<file path="src/rtl/bin_to_bcd_seq.sv">
// bin_to_bcd_seq
// Sequential shift-add-3 ("double dabble") binary-to-BCD converter that sits
// between the display data register and the seven-segment driver. A start
// pulse captures an unsigned word; after a fixed latency the packed BCD result
// (or all nines if the value does not fit in DIGITS digits) is published on
// bcd together with a one-cycle done pulse. bcd/overflow hold their value
// between conversions so the display multiplexer always sees a stable number.
//
// Ports:
//   clk       system clock, rising edge
//   rst       asynchronous active-high reset
//   start     conversion request, sampled only while idle
//   bin       unsigned binary input, captured when start is accepted
//   busy      high while a conversion is in flight (CONVERT and DONE states)
//   done      one-cycle pulse when bcd/overflow are updated
//   bcd       packed BCD result, most significant digit in the top nibble
//   overflow  last converted value exceeded 10^DIGITS - 1
//
// state   | meaning
// --------+-----------------------------------------------------------
// IDLE    | waiting for start; result registers hold last conversion
// CONVERT | one add-3/shift iteration per cycle, IN_WIDTH cycles
// DONE    | publish result (or saturate), pulse done, return to IDLE

module bin_to_bcd_seq #(
  parameter int IN_WIDTH = 32,
  parameter int DIGITS   = 4
) (
  input  logic                  clk,
  input  logic                  rst,
  input  logic                  start,
  input  logic [IN_WIDTH-1:0]   bin,
  output logic                  busy,
  output logic                  done,
  output logic [4*DIGITS-1:0]   bcd,
  output logic                  overflow
);

  localparam int BW = 4 * DIGITS;
  localparam int CW = (IN_WIDTH > 1) ? $clog2(IN_WIDTH) : 1;
  localparam logic [IN_WIDTH-1:0] MAXV     = IN_WIDTH'(10 ** DIGITS - 1);
  localparam logic [CW-1:0]       LAST_CNT = CW'(IN_WIDTH - 1);
  localparam logic [BW-1:0]       ALL_NINE = {DIGITS{4'h9}};

  typedef enum logic [1:0] {
    ST_IDLE    = 2'd0,
    ST_CONVERT = 2'd1,
    ST_DONE    = 2'd2
  } state_t;

  state_t              state;
  logic [IN_WIDTH-1:0] shift_reg;
  logic [BW-1:0]       scratch;
  logic [CW-1:0]       cnt;
  logic                ovf_pending;

  logic [BW-1:0]       adj;
  logic [BW-1:0]       scratch_next;
  logic [IN_WIDTH-1:0] shift_next;

  // Per-digit add-3 correction, then one left shift of {scratch, shift_reg}.
  // The scratch MSB falls off the top; that only happens for values that
  // overflow, whose result is replaced by all nines anyway.
  always_comb begin
    adj = scratch;
    for (int d = 0; d < DIGITS; d++) begin
      if (scratch[4*d +: 4] >= 4'd5)
        adj[4*d +: 4] = scratch[4*d +: 4] + 4'd3;
    end
    scratch_next = {adj[BW-2:0], shift_reg[IN_WIDTH-1]};
    shift_next   = {shift_reg[IN_WIDTH-2:0], 1'b0};
  end

  always_ff @(posedge clk or posedge rst) begin
    if (rst) begin
      state       <= ST_IDLE;
      shift_reg   <= '0;
      scratch     <= '0;
      cnt         <= '0;
      ovf_pending <= 1'b0;
      busy        <= 1'b0;
      done        <= 1'b0;
      bcd         <= '0;
      overflow    <= 1'b0;
    end else begin
      done <= 1'b0;
      case (state)
        ST_IDLE: begin
          if (start) begin
            shift_reg   <= bin;
            ovf_pending <= (bin > MAXV);
            scratch     <= '0;
            cnt         <= '0;
            busy        <= 1'b1;
            state       <= ST_CONVERT;
          end
        end
        ST_CONVERT: begin
          scratch   <= scratch_next;
          shift_reg <= shift_next;
          cnt       <= cnt + 1'b1;
          if (cnt == LAST_CNT)
            state <= ST_DONE;
        end
        ST_DONE: begin
          bcd      <= ovf_pending ? ALL_NINE : scratch;
          overflow <= ovf_pending;
          done     <= 1'b1;
          busy     <= 1'b0;
          state    <= ST_IDLE;
        end
        default: begin
          busy  <= 1'b0;
          state <= ST_IDLE;
        end
      endcase
    end
  end

endmodule

</file>
<file path="config.mk">
export PLATFORM = sky130hd
export DESIGN_NAME = bin_to_bcd_seq
export DESIGN_NICKNAME = d
export VERILOG_FILES = /design/src/rtl/bin_to_bcd_seq.sv
export SDC_FILE = /design/constraint.sdc
export NUM_CORES = 1
export LEC_CHECK = 0
export CAP_MARGIN = 25
export CORE_MARGIN = 2
export CORE_UTILIZATION = 35
export CTS_CLUSTER_SIZE = 40
export DETAILED_ROUTE_END_ITERATION = 16
export PLACE_DENSITY = 0.64
export SETUP_SLACK_MARGIN = 0.1
export SLEW_MARGIN = 20
export SYNTH_ARGS = -nofsm -noshare
export SYNTH_HDL_FRONTEND = slang
export SYNTH_SLANG_ARGS = --single-unit
</file>
<file path="constraint.sdc">
create_clock -name clk -period 2.9 [get_ports clk]
set_input_delay 0.87 -clock clk [delete_from_list [all_inputs] [get_ports clk]]
set_output_delay 0.87 -clock clk [all_outputs]
set_load 0.005 [all_outputs]
</file>
Yosys cells after proc, flatten, opt, wreduce, memory -nomap -nowiden
Cells that the tools add are included.
W data, S select, Z words.
- register bits: 75
- logic and storage cells: 48
- output and inout bits: 19
- add/sub/neg operators: 5
- bitwise gates (word level): 1
- multiplexer cells: 17
- reductions and logical operators: 6
- magnitude comparators: 5
- equality and inequality tests: 5
- operator list (operator ; number):
    $pmux W32 S2 ; 1
    $gt A32 B14 Y1 const B ; 1
    $mux W16 ; 2
    $mux W32 ; 1
    $pmux W16 S2 ; 1
    $ge A4 B3 Y1 const B ; 4
    $add A4 B2 Y4 const B ; 3
    $mux W4 ; 3
    $pmux W5 S2 ; 1
    $reduce_and A2 Y1 ; 4
    $add A5 B1 Y5 const B ; 1
    $eq A5 B5 Y1 const B ; 1
    $mux W5 ; 1
    $mux W2 ; 2
    $ne A2 B2 Y1 const B ; 2
    $pmux W2 S2 ; 1
    $add A3 B2 Y3 const B ; 1
    $mux W3 ; 1
    $eq A2 B1 Y1 const B ; 1
    $eq A2 B2 Y1 const B ; 1
    $logic_not A2 Y1 ; 1
    $mux W1 ; 2
    $pmux W1 S2 ; 1
    $reduce_bool A2 Y1 ; 1
    $not A1 Y1 ; 1

Depth between registers and ports, before layout
Gate-level depths: netlist of run 1.
- depth in word-level cells: 3
- mapped depth: 6
- mapped depth without buffers: 6

Worst setup path before layout of run 1
OpenSTA, ideal clock, no wires.
- kind: input to register
- from: input bin[22]
- to: register ovf_pending
- data arrival time: 1.632 ns
- slack: 1.121 ns
- path buffers: 0
- cell stages on the path: 3
- path through: or4_1 > nor4_1 > a31oi_1
- longest elaborated chain between the ends: 1
- RTL lines (what ; line ; text):
    start, declared ; 32 ; input logic [IN_WIDTH-1:0] bin,
    $gt A32 B14 Y1 ; 91 ; ovf_pending <= (bin > MAXV);
    end signal, assigned ; 91 ;
    end, declared ; 55 ; logic ovf_pending;
Every way passes these cells.
A chain may end at the register's enable or synchronous reset.

Worst setup path after layout of run 1
- from: register busy
- to: output busy
- RTL lines (what ; line ; text):
    start, declared ; 33 ; output logic busy,
    start signal, assigned ; 81 ; busy <= 1'b0;
    start signal, assigned ; 94 ; busy <= 1'b1;
    start signal, assigned ; 109 ; busy <= 1'b0;
No word-level cell between the ends.

==> results of run 1 <==
==> Yosys cell counts, drive strengths merged <==
library cell,instances
buf,18
and2,1
a32o,4
nor3b,2
a31oi,1
clkbuf,3
nand2,28
nand3,13
inv,12
nor2,71
nor4,4
and3,1
xor2,2
o32ai,2
o21ai,32
o22ai,30
a21oi,6
nand4,3
ha,10
dfrtp,75
o31ai,8
o21ba,1
nand3b,1
o41ai,1
or4,1
mux2,5
nor3,1
nand2b,9
xnor2,4
mux2i,1
a22oi,1
==> where the power goes <==
group,switching (W),internal (W)
clock,0.000420,0.000413
sequential,0.000276,0.00143
combinational,0.000644,0.000645
==> layout by cell type, fill, tap and decap left out, types with 4 or more instances in the layout <==
cell / n
clkbuf_8: 9
a32o_1: 4
dfrtp_1: 75
o21ai_1: 13
xnor2_1: 4
o22ai_1: 30
ha_1: 10
o31ai_1: 8
nor4_1: 4
o21ai_0: 19
buf_4: 4
inv_1: 10
a21oi_1: 6
nand2_1: 28
nand2b_1: 8
nand3_1: 13
nor2_1: 70
clkdlybuf4s50_1: 53
mux2_2: 5
==> how the worst max path moves through the flow <==
stage | start | endpoint | slack, ns | cells past startpoint
after floorplan | rst | bcd[0] | 0.12 | 1
after global placement | bin[25] | ovf_pending | 0.50 | 5
after detailed placement | start | shift_reg[29] | 0.47 | 4
after CTS | busy | busy | 0.76 | 1
after global routing | busy | busy | 0.72 | 1
final | busy | busy | 0.81 | 1
==> per-stage QoR <==
stage                       util  power (W)
after floorplan                -   0.002690
after global placement    0.4205   0.002978
after detailed placement  0.4205   0.003039
after CTS                 0.4419   0.003883
after global routing      0.4419   0.004175
final                     0.4419   0.003834
==> metal layers <==
| metal | routed length, um | GRT usage | vias to the layer above |
|---|---|---|---|
| met2 | 3257 | 0.2288 | 49 |
| met5 | 0 | 0 | - |
| li1 | - | - | 1320 |
| met4 | 54 | 0.05061 | 0 |
| met3 | 218 | 0.03495 | 2 |
| met1 | 3417 | 0.1917 | 1235 |
==> kinds of logic after synthesis <==
| group | synth area share |
|---|---|
| and+or+nand+nor | 0.1786 |
| AOI/OAI and AO/OA | 0.1572 |
| DFF | 0.5433 |
| buffers and inverters | 0.05034 |
| adders and majority gates | 0.03622 |
| xor gates and xnor gates | 0.01521 |
| muxes | 0.01919 |
==> cell type report <==
| class | instances | area [um^2] |
|---|---|---|
| clock buffers | 9 | 123.9 |
| inverters | 12 | 45.04 |
| well taps | 133 | 166.4 |
| fillers | 963 | 5405 |
| multi-input cells | 243 | 1404 |
| clock inverters | 7 | 82.58 |
| flip-flops and latches | 75 | 1877 |
| repair buffers | 58 | 580.6 |
==> flow_metrics.py, run 1 <==
metrics = {
    "status": {
        "status": "completed",
    },
    "timing": {
        "fmax_mhz": 477.9,
        "post-route-min-period_ns": 2.093,
        "fin_skew_ns": 0.01288,
        "fin_hold_ws_ns": 0.4802,
        "period_share": 0.7216,
        "max-slew-margin-rel": 0.5434,
        "fin_ws_ns": 0.8074,
        "max_slew.worst_pin.slew_ns": 0.6849,
        "drv_slew": 0,
        "rsz0062_at_grt": "no",
        "finalSetupTns_ns": 0,
        "setup_viol": 0,
        "hold_violations": 0,
    },
    "critical_path": {
        "r2r_cells": 6,
        "cp.arrival_ns": 1.22,
        "end_kind": "output port",
        "worst-path-max-fanout": 2,
        "r2r_start": "scratch[8]",
        "reg2reg_slack_ns": 1.20,
        "path_buf_inv": 1,
        "timing_worst_setup_path_type": "register to output port",
        "crit_slowest_cell": "clkdlybuf4s50_1",
        "timing.critical_path.from_type": "register",
        "path_delay_family": "buffers and inverters",
        "reg2reg_to": "scratch[10]",
        "cpPeakStageDelay_ns": 0.52,
        "crit_path_cell_trace": "clkdlybuf4s50_1",
        "worstPathRequired_ns": 2.03,
    },
    "route": {
        "dr.pass1.iters": 4,
        "postRouteAntennaNets": 0,
        "via_count": 2606,
        "drt_iter0_drc": 151,
        "post-route-drc-count": 0,
        "wl_um": 6947,
        "detail_route.vias_per_cell": 4.853,
        "wl_per_cell_um": 12.94,
    },
    "clock_network": {
        "htreeDepth": 3,
        "cts.sinks": 75,
        "cts_tree": "yes",
        "cts_buffers": 9,
        "clk_latency_ns": 0.34,
        "cts-root-buf": "clkbuf_8",
        "clk_path_buf_depth": 2,
        "post_cts_resize_count": 0,
        "clk_pin_slew_ns": 0.08,
        "hold_buffers": 0,
        "cts_setup_buffers": 0,
    },
    "synthesis": {
        "syn_area_um2": 3455,
        "synthCells": 351,
        "yosysSeqAreaShare": 0.5433,
        "netlist.area_leader.share": 0.5433,
        "yosys_warnings": 0,
        "synth_nets": 396,
        "synth_cell_types": 38,
        "synth_area_leader_cell": "dfrtp_1",
        "avgSynthCellArea_um2": 9.842,
        "yosys_register_bits": 75,
        "synth_area_leaders": "dfrtp_1, nor2_1, o22ai_1",
    },
    "layout": {
        "stdcell_area_um2": 4279,
        "drive_gt1_frac": 0.08416,
        "instances_no_fill": 537,
        "largest_register_ffs": 32,
        "final_nets": 444,
        "antenna_cells": 0,
        "syn_to_final_growth_pct": 23.87,
    },
    "global_route": {
        "grt_max_degree": 66,
        "grt.total_usage": 0.1436,
        "grt_pass1_wl_um": 12100,
        "antenna_found_initial": 0,
        "overflow": 0,
        "grt_pass1_vias": 2569,
    },
    "min_path": {
        "min_to": "bcd[11]",
        "hold_class": "register to register",
        "holdPathStages": 2,
        "holdCritStartpoint": "bcd[11]",
    },
    "floorplanning": {
        "io_pins": 54,
        "coreArea_um2": 9684,
        "dieArea_um2": 10680,
        "initial_utilization": 0.3567,
        "die_h_um": 103.4,
        "rows": 36,
        "dieWidth_um": 103.4,
    },
    "placement": {
        "routabilityCongestion": 0.7728,
        "post-dp-hpwl_um": 4681,
        "place_area_um2": 4073,
        "dp.cells": 521,
        "numPortBuffers": 53,
        "dpl_worst_slack_ns": 0.4688,
    },
    "job": {
        "drv_cap": 0,
    },
    "pwr": {
        "leakage_nw": 1.823,
        "ir_drop_mv": 0.3222,
        "power.density_nw_per_um2": 895.9,
    },
}
Note: power is estimated with default switching activity, not from simulation.
==> run 2, diff against run 1 <==
clock period = 1.9 ns   (was 2.9 ns; I/O delays follow)
==> run 2 against run 1 <==
Critical path depth unchanged; worst hold slack got worse by 0.0049 ns; largest power group unchanged; via count rose by 4.3%; first-iteration DRC count is 33% lower; setup slack worse by 0.65 ns; critical endpoint is now bcd[12]; register-to-register slack got worse by 0.94 ns; final area increased by 6.3%; utilization increased by 2.8 points.
==> flow_metrics.py, run 2 (synthesis gave the netlist of run 1 again) <==
metrics = {
    "route": {
        "via_count": 2718,
        "drt_iter0_drc": 101,
        "route.met2.wl_um": 3283,
        "wl_per_cell_um": 12.84,
        "wl_met3_um": 326,
        "wl_um": 7193,
        "routed.top_layer": "met4",
        "dr.pass1.iters": 4,
        "detail_route.vias_per_cell": 4.854,
        "postRouteAntennaNets": 0,
        "wl_met1_um": 3515,
        "post-route-drc-count": 0,
    },
    "clock_network": {
        "clk_latency_ns": 0.34,
        "cts.sinks": 75,
        "cts_tree": "yes",
        "clk_pin_slew_ns": 0.08,
        "cts_buffers": 9,
        "cts-root-buf": "clkbuf_8",
        "htreeDepth": 3,
        "clk_path_buf_depth": 2,
    },
    "layout": {
        "final_util": 0.4695,
        "final_nets": 467,
        "final_common_cell": "dfrtp_1",
        "drive_gt1_frac": 0.1311,
        "syn_to_final_growth_pct": 31.62,
        "n_fill_cell": 925,
        "largest_register_ffs": 32,
        "mostFrequentLayoutCells": "dfrtp_1, nor2_1, clkdlybuf4s50_1",
        "antenna_cells": 0,
    },
    "global_route": {
        "grt_pass1_vias": 2786,
        "grt_pass1_wl_um": 12790,
        "grt.total_usage": 0.1518,
        "antenna_found_initial": 0,
        "overflow": 0,
        "grt_max_degree": 43,
    },
    "placement": {
        "numPortBuffers": 53,
        "routabilityCongestion": 0.8147,
        "post-dp-hpwl_um": 5174,
        "dpl_worst_slack_ns": -0.05015,
    },
    "timing": {
        "period_share": 0.9194,
        "setup_viol": 0,
        "hold_violations": 0,
        "drv_slew": 0,
        "max-slew-margin-rel": 0.6183,
        "fin_ws_ns": 0.1532,
        "fin_skew_ns": 0.01006,
        "max_slew.worst_pin.slew_ns": 0.5725,
        "rsz0062_at_grt": "no",
        "post-route-min-period_ns": 1.747,
        "fmax_mhz": 572.5,
    },
    "pwr": {
        "leakage_nw": 2.120,
        "ir_drop_mv": 0.7542,
        "power.density_nw_per_um2": 1318,
    },
    "critical_path": {
        "crit_slowest_cell": "clkdlybuf4s50_1",
        "cp.arrival_ns": 1.18,
        "end_kind": "output port",
        "timing_worst_setup_path_type": "register to output port",
        "path_buf_inv": 1,
        "reg2reg_slack_ns": 0.26,
        "path_delay_family": "buffers and inverters",
        "worst-path-max-fanout": 2,
        "worstPathRequired_ns": 1.33,
        "crit_path_start": "bcd[12]",
        "crit_path_cell_trace": "clkdlybuf4s50_1",
        "timing.critical_path.from_type": "register",
        "cpPeakStageDelay_ns": 0.49,
        "r2r_start": "scratch[4]",
    },
    "floorplanning": {
        "die_h_um": 103.4,
        "io_pins": 54,
        "initial_utilization": 0.3567,
        "rows": 36,
        "dieWidth_um": 103.4,
        "dieArea_um2": 10680,
        "coreArea_um2": 9684,
    },
    "status": {
        "status": "completed",
    },
    "min_path": {
        "holdCritStartpoint": "cnt[3]",
        "hold_class": "register to register",
    },
    "job": {
        "drv_cap": 0,
    },
}
==> run 2: changes by cell type in the layout (fill, tap and decap cells not counted), sizes merged <==
cell           delta
clkdlybuf4s50    -18
clkinvlp          +2
inv               -4
clkbuf            +2
buf              +23
dlymetal6s2s     +18
==> run 2: report_power, final <==
group          total, W  switching, W  leakage (nW)  internal, W
logic           0.00213       0.00103          1.15      0.00110
clock network   0.00124      0.000597        0.0922     0.000648
registers       0.00262      0.000430         0.873      0.00219
==> run 2: layout make-up <==
cell class,count,area [um^2],area share
repair buffers,81,848.3,0.1866
well taps,133,166.4,0.03660
clock buffers,11,141.4,0.03110
clock inverters,5,61.31,0.01348
inverters,12,48.80,0.01073
flip-flops and latches,75,1877,0.4128
multi-input cells,243,1404,0.3088
==> run 2: repair_timing <==
item,4_1_cts,5_1_grt
gates resized for setup,0,18
setup buffers,1,2
endpoints found under the setup margin,1,18
hold buffers,0,0
==> run 2: path summary, 6_finish.rpt <==
path / to / depth (start not counted)
max in group asynchronous: busy / 3
setup reg to reg: scratch[6] / 6
hold / removal: cnt[3] / 1
setup / recovery: bcd[12] / 1
hold reg to reg: cnt[3] / 1
min in group asynchronous: scratch[15] / 2
==> run 2: routing by layer <==
layer  vias to the layer above  GRT usage
li1                       1365          -
met1                      1299     0.2001
met2                        49     0.2422
met3                         5    0.04503
met4                         0    0.04656
met5                         -          0
==> run 2: metrics by stage <==
stage               setup TNS [ns]  instances  total power, W  hold slack (ns)  instance area [um^2]
floorplan                        0        351        0.004107           0.4372                  3458
global placement          -0.06229        541        0.004705           0.4559                  4277
detailed placement        -0.05015        541        0.004804           0.4693                  4277
CTS                              0        558        0.006075           0.4817                  4487
global route                     0        560        0.006516           0.5043                  4547
finish                           0        560        0.005992           0.4753                  4547
==> RTL change, RTL diff (flow settings as in run 1) <==
Re-encode `state_t` (3 states) as one-hot, 3 bits wide.
--- a/src/rtl/bin_to_bcd_seq.sv
+++ b/src/rtl/bin_to_bcd_seq.sv
@@ -42,10 +42,10 @@
   localparam logic [CW-1:0]       LAST_CNT = CW'(IN_WIDTH - 1);
   localparam logic [BW-1:0]       ALL_NINE = {DIGITS{4'h9}};
 
-  typedef enum logic [1:0] {
-    ST_IDLE    = 2'd0,
-    ST_CONVERT = 2'd1,
-    ST_DONE    = 2'd2
+  typedef enum logic [2:0] {
+    ST_IDLE    = 3'b001,
+    ST_CONVERT = 3'b010,
+    ST_DONE    = 3'b100
   } state_t;
 
   state_t              state;
Function: no difference found for any inputs over 10 cycles, from zero or initial values and one cycle with rst high; not proved beyond that.
==> RTL change against run 1 <==
- core utilization rose by 1.5 points
- design area shrank 0.35%
- largest power group unchanged
- synthesized area down 1.7%
- power fell by 15%
- worst setup slack gained 0.010 ns
- sequential share of layout area increased by 0.77 points
- synthesized cell count fell by 3.1%
- sequential cell count is 1 higher
- register-to-register slack got worse by 0.35 ns
- wire length grew 3.8%
==> RTL change: results (changes against run 1) <==
| Metric | Value |
|---|---|
| Max reg flops | 32 (unchanged) |
| FF-to-FF path depth | 5 (was 6) |
| Placed Instance Area | 4060 um2 (was 4070 um2) |
| XOR/XNOR Fraction of Synth Area | 1.55% (was 1.52%) |
| Area contributors post-synth | dfrtp_1, nor2_1, o22ai_1 (unchanged) |
| Compound-cell area share of the yosys netlist | 16.2% (was 15.7%) |
| Worst-Margin Slew | 0.619 ns (was 0.685 ns) |
| Worst reg2reg path startpoint | state[0] (was scratch[8]) |
| Beginning of the critical path | start (was busy) |
| Vias in the first global route | 2,602 (was 2,569) |
| NumNets Final | 438 (was 444) |
| Crit-path max FO | 29 (was 2) |
| P_int | 2180 uW (was 2490 uW) |
| First-pass GRT wire length | 12.3 mm (was 12.1 mm) |
| Outcome | completed (unchanged) |
| Post-synthesis mux area share | 1.22% (was 1.92%) |
| Ys async rst share | 100% (unchanged) |
| GRT met2 Usage | 24.4% (was 22.9%) |
| Met3 Use GR | 4.65% (was 3.49%) |
| Routability cong. | 0.767 (was 0.773) |
| Gr usage total | 15.0% (was 14.4%) |
| Top post-synthesis cells by count | dfrtp_1, nor2_1, nand2_1, o22ai_1, o21ai_0 (was dfrtp_1, nor2_1, o22ai_1) |
| YS warnings | 0 (unchanged) |
| Adder-Cell Fraction of Synth Area | 3.69% (was 3.62%) |
| Crit path DAT | 2.30 ns (was 1.22 ns) |
| Area Overhead vs Synth | 25.6% (was 23.9%) |
| Netlist cell types | 39 (was 38) |
| DPL Wire Length | 4.90 mm (was 4.68 mm) |
| Post-CTS Setup Inserts | 0 (unchanged) |
| Met1 Use GR | 19.5% (was 19.2%) |
| Initial antenna violation count | 0 (unchanged) |
| DR vias/cell | 5.03 (was 4.85) |
| Worst R2R End | shift_reg[10] (was scratch[10]) |
| CP Capture Point | cnt[2] (was busy) |
| H-tree Lvls | 3 (unchanged) |
| Fmax | 480 MHz (was 478 MHz) |
| Syn Nets | 385 (was 396) |
| I/O Buffers | 53 (unchanged) |
| Wire per inst | 13.7 um (was 12.9 um) |
| Clk_skew | 0.00931 ns (was 0.0129 ns) |
| Sequential share of the synthesized area | 56.1% (was 54.3%) |
| Leakage power | 0.00184 uW (was 0.00182 uW) |
| Min-Delay Path Class | reg -> reg (unchanged) |
| Share of layout cells above drive strength 1 | 7.30% (was 8.42%) |
| DRT iter0 DRCs | 119 (was 151) |
| R2r setup slk | 0.85 ns (was 1.20 ns) |
| Layout fillers | 925 (was 963) |
| Worst VDD drop | 0.339 mV (was 0.322 mV) |
| Pin count of the biggest net entering global routing | 48 (was 66) |
| Worst slack, placed | 0.437 ns (was 0.469 ns) |
## RTL change: cell count changes in the layout (fill, tap and decap cells not counted), moves of 2 or more
| cell | before | now |
|---|---|---|
| a22o_1 | 0 | 6 |
| buf_4 | 4 | 7 |
| clkinv_2 | 0 | 2 |
| inv_6 | 3 | 0 |
| mux2_2 | 5 | 1 |
| mux2i_1 | 1 | 3 |
| nand2_1 | 28 | 36 |
| nand2b_1 | 8 | 4 |
| nand3_1 | 13 | 1 |
| nand3b_1 | 0 | 4 |
| nor2_1 | 70 | 67 |
| o21ai_1 | 13 | 0 |
| o22ai_1 | 30 | 36 |
## RTL change: stage by stage
stage	utilization, %	std cells
finish	45.7	526
global route	45.7	526
CTS	45.7	526
detailed placement	43.5	511
global placement	43.5	511
floorplan	-	340
## RTL change: layout make-up
class / count / share of cell area (%)
inverter: 12 / 1.14
clock inverter: 5 / 1.82
multi-input combinational: 233 / 31.5
timing repair buffer: 61 / 14.1
sequential: 76 / 44.6
clock buffer: 10 / 2.99
tap: 129 / 3.79
## RTL change: layer usage
metal  vias up  wire length, um
li1       1308                -
met1      1276             3390
met2        56             3430
met3         7              318
met4         0               67
met5         -                0
## RTL change: cells by family after synthesis
group,after synthesis
XOR/XNOR,6
buffers and inverters,31
adder cells (fa/ha/maj),10
AND/OR/NAND/NOR,129
AO/OA/AOI/OAI,84
flip-flops,76
multiplexers,4
## RTL change: worst min path at each step
stage                      start  endpoint  slack [ns]  cells after the start
after global placement    bcd[7]    bcd[7]        0.45                      2
after CTS                 bcd[4]    bcd[4]        0.48                      2
after detailed placement  bcd[8]    bcd[8]        0.46                      2
after floorplan           cnt[3]    cnt[3]        0.45                      1
after global routing      bcd[0]    bcd[0]        0.50                      2
final                     bcd[8]    bcd[8]        0.47                      2
## RTL change: power by group through the flow
stage	sequential [uW]	clock (uW)	combinational, uW
2_1_floorplan	1470	0	737
3_3_place_gp	1510	0	907
3_5_place_dp	1520	0	937
4_1_cts	1500	882	936
5_1_grt	1540	923	1050
6_report	1500	853	920
## RTL change: critical path, stage by stage
cell and delay, ns:
clkdlybuf4s50_1 0.48, nand4bb_1 0.18, nand2_4 0.33, inv_2 0.17, o21ai_0 0.17, o21ai_0 0.10
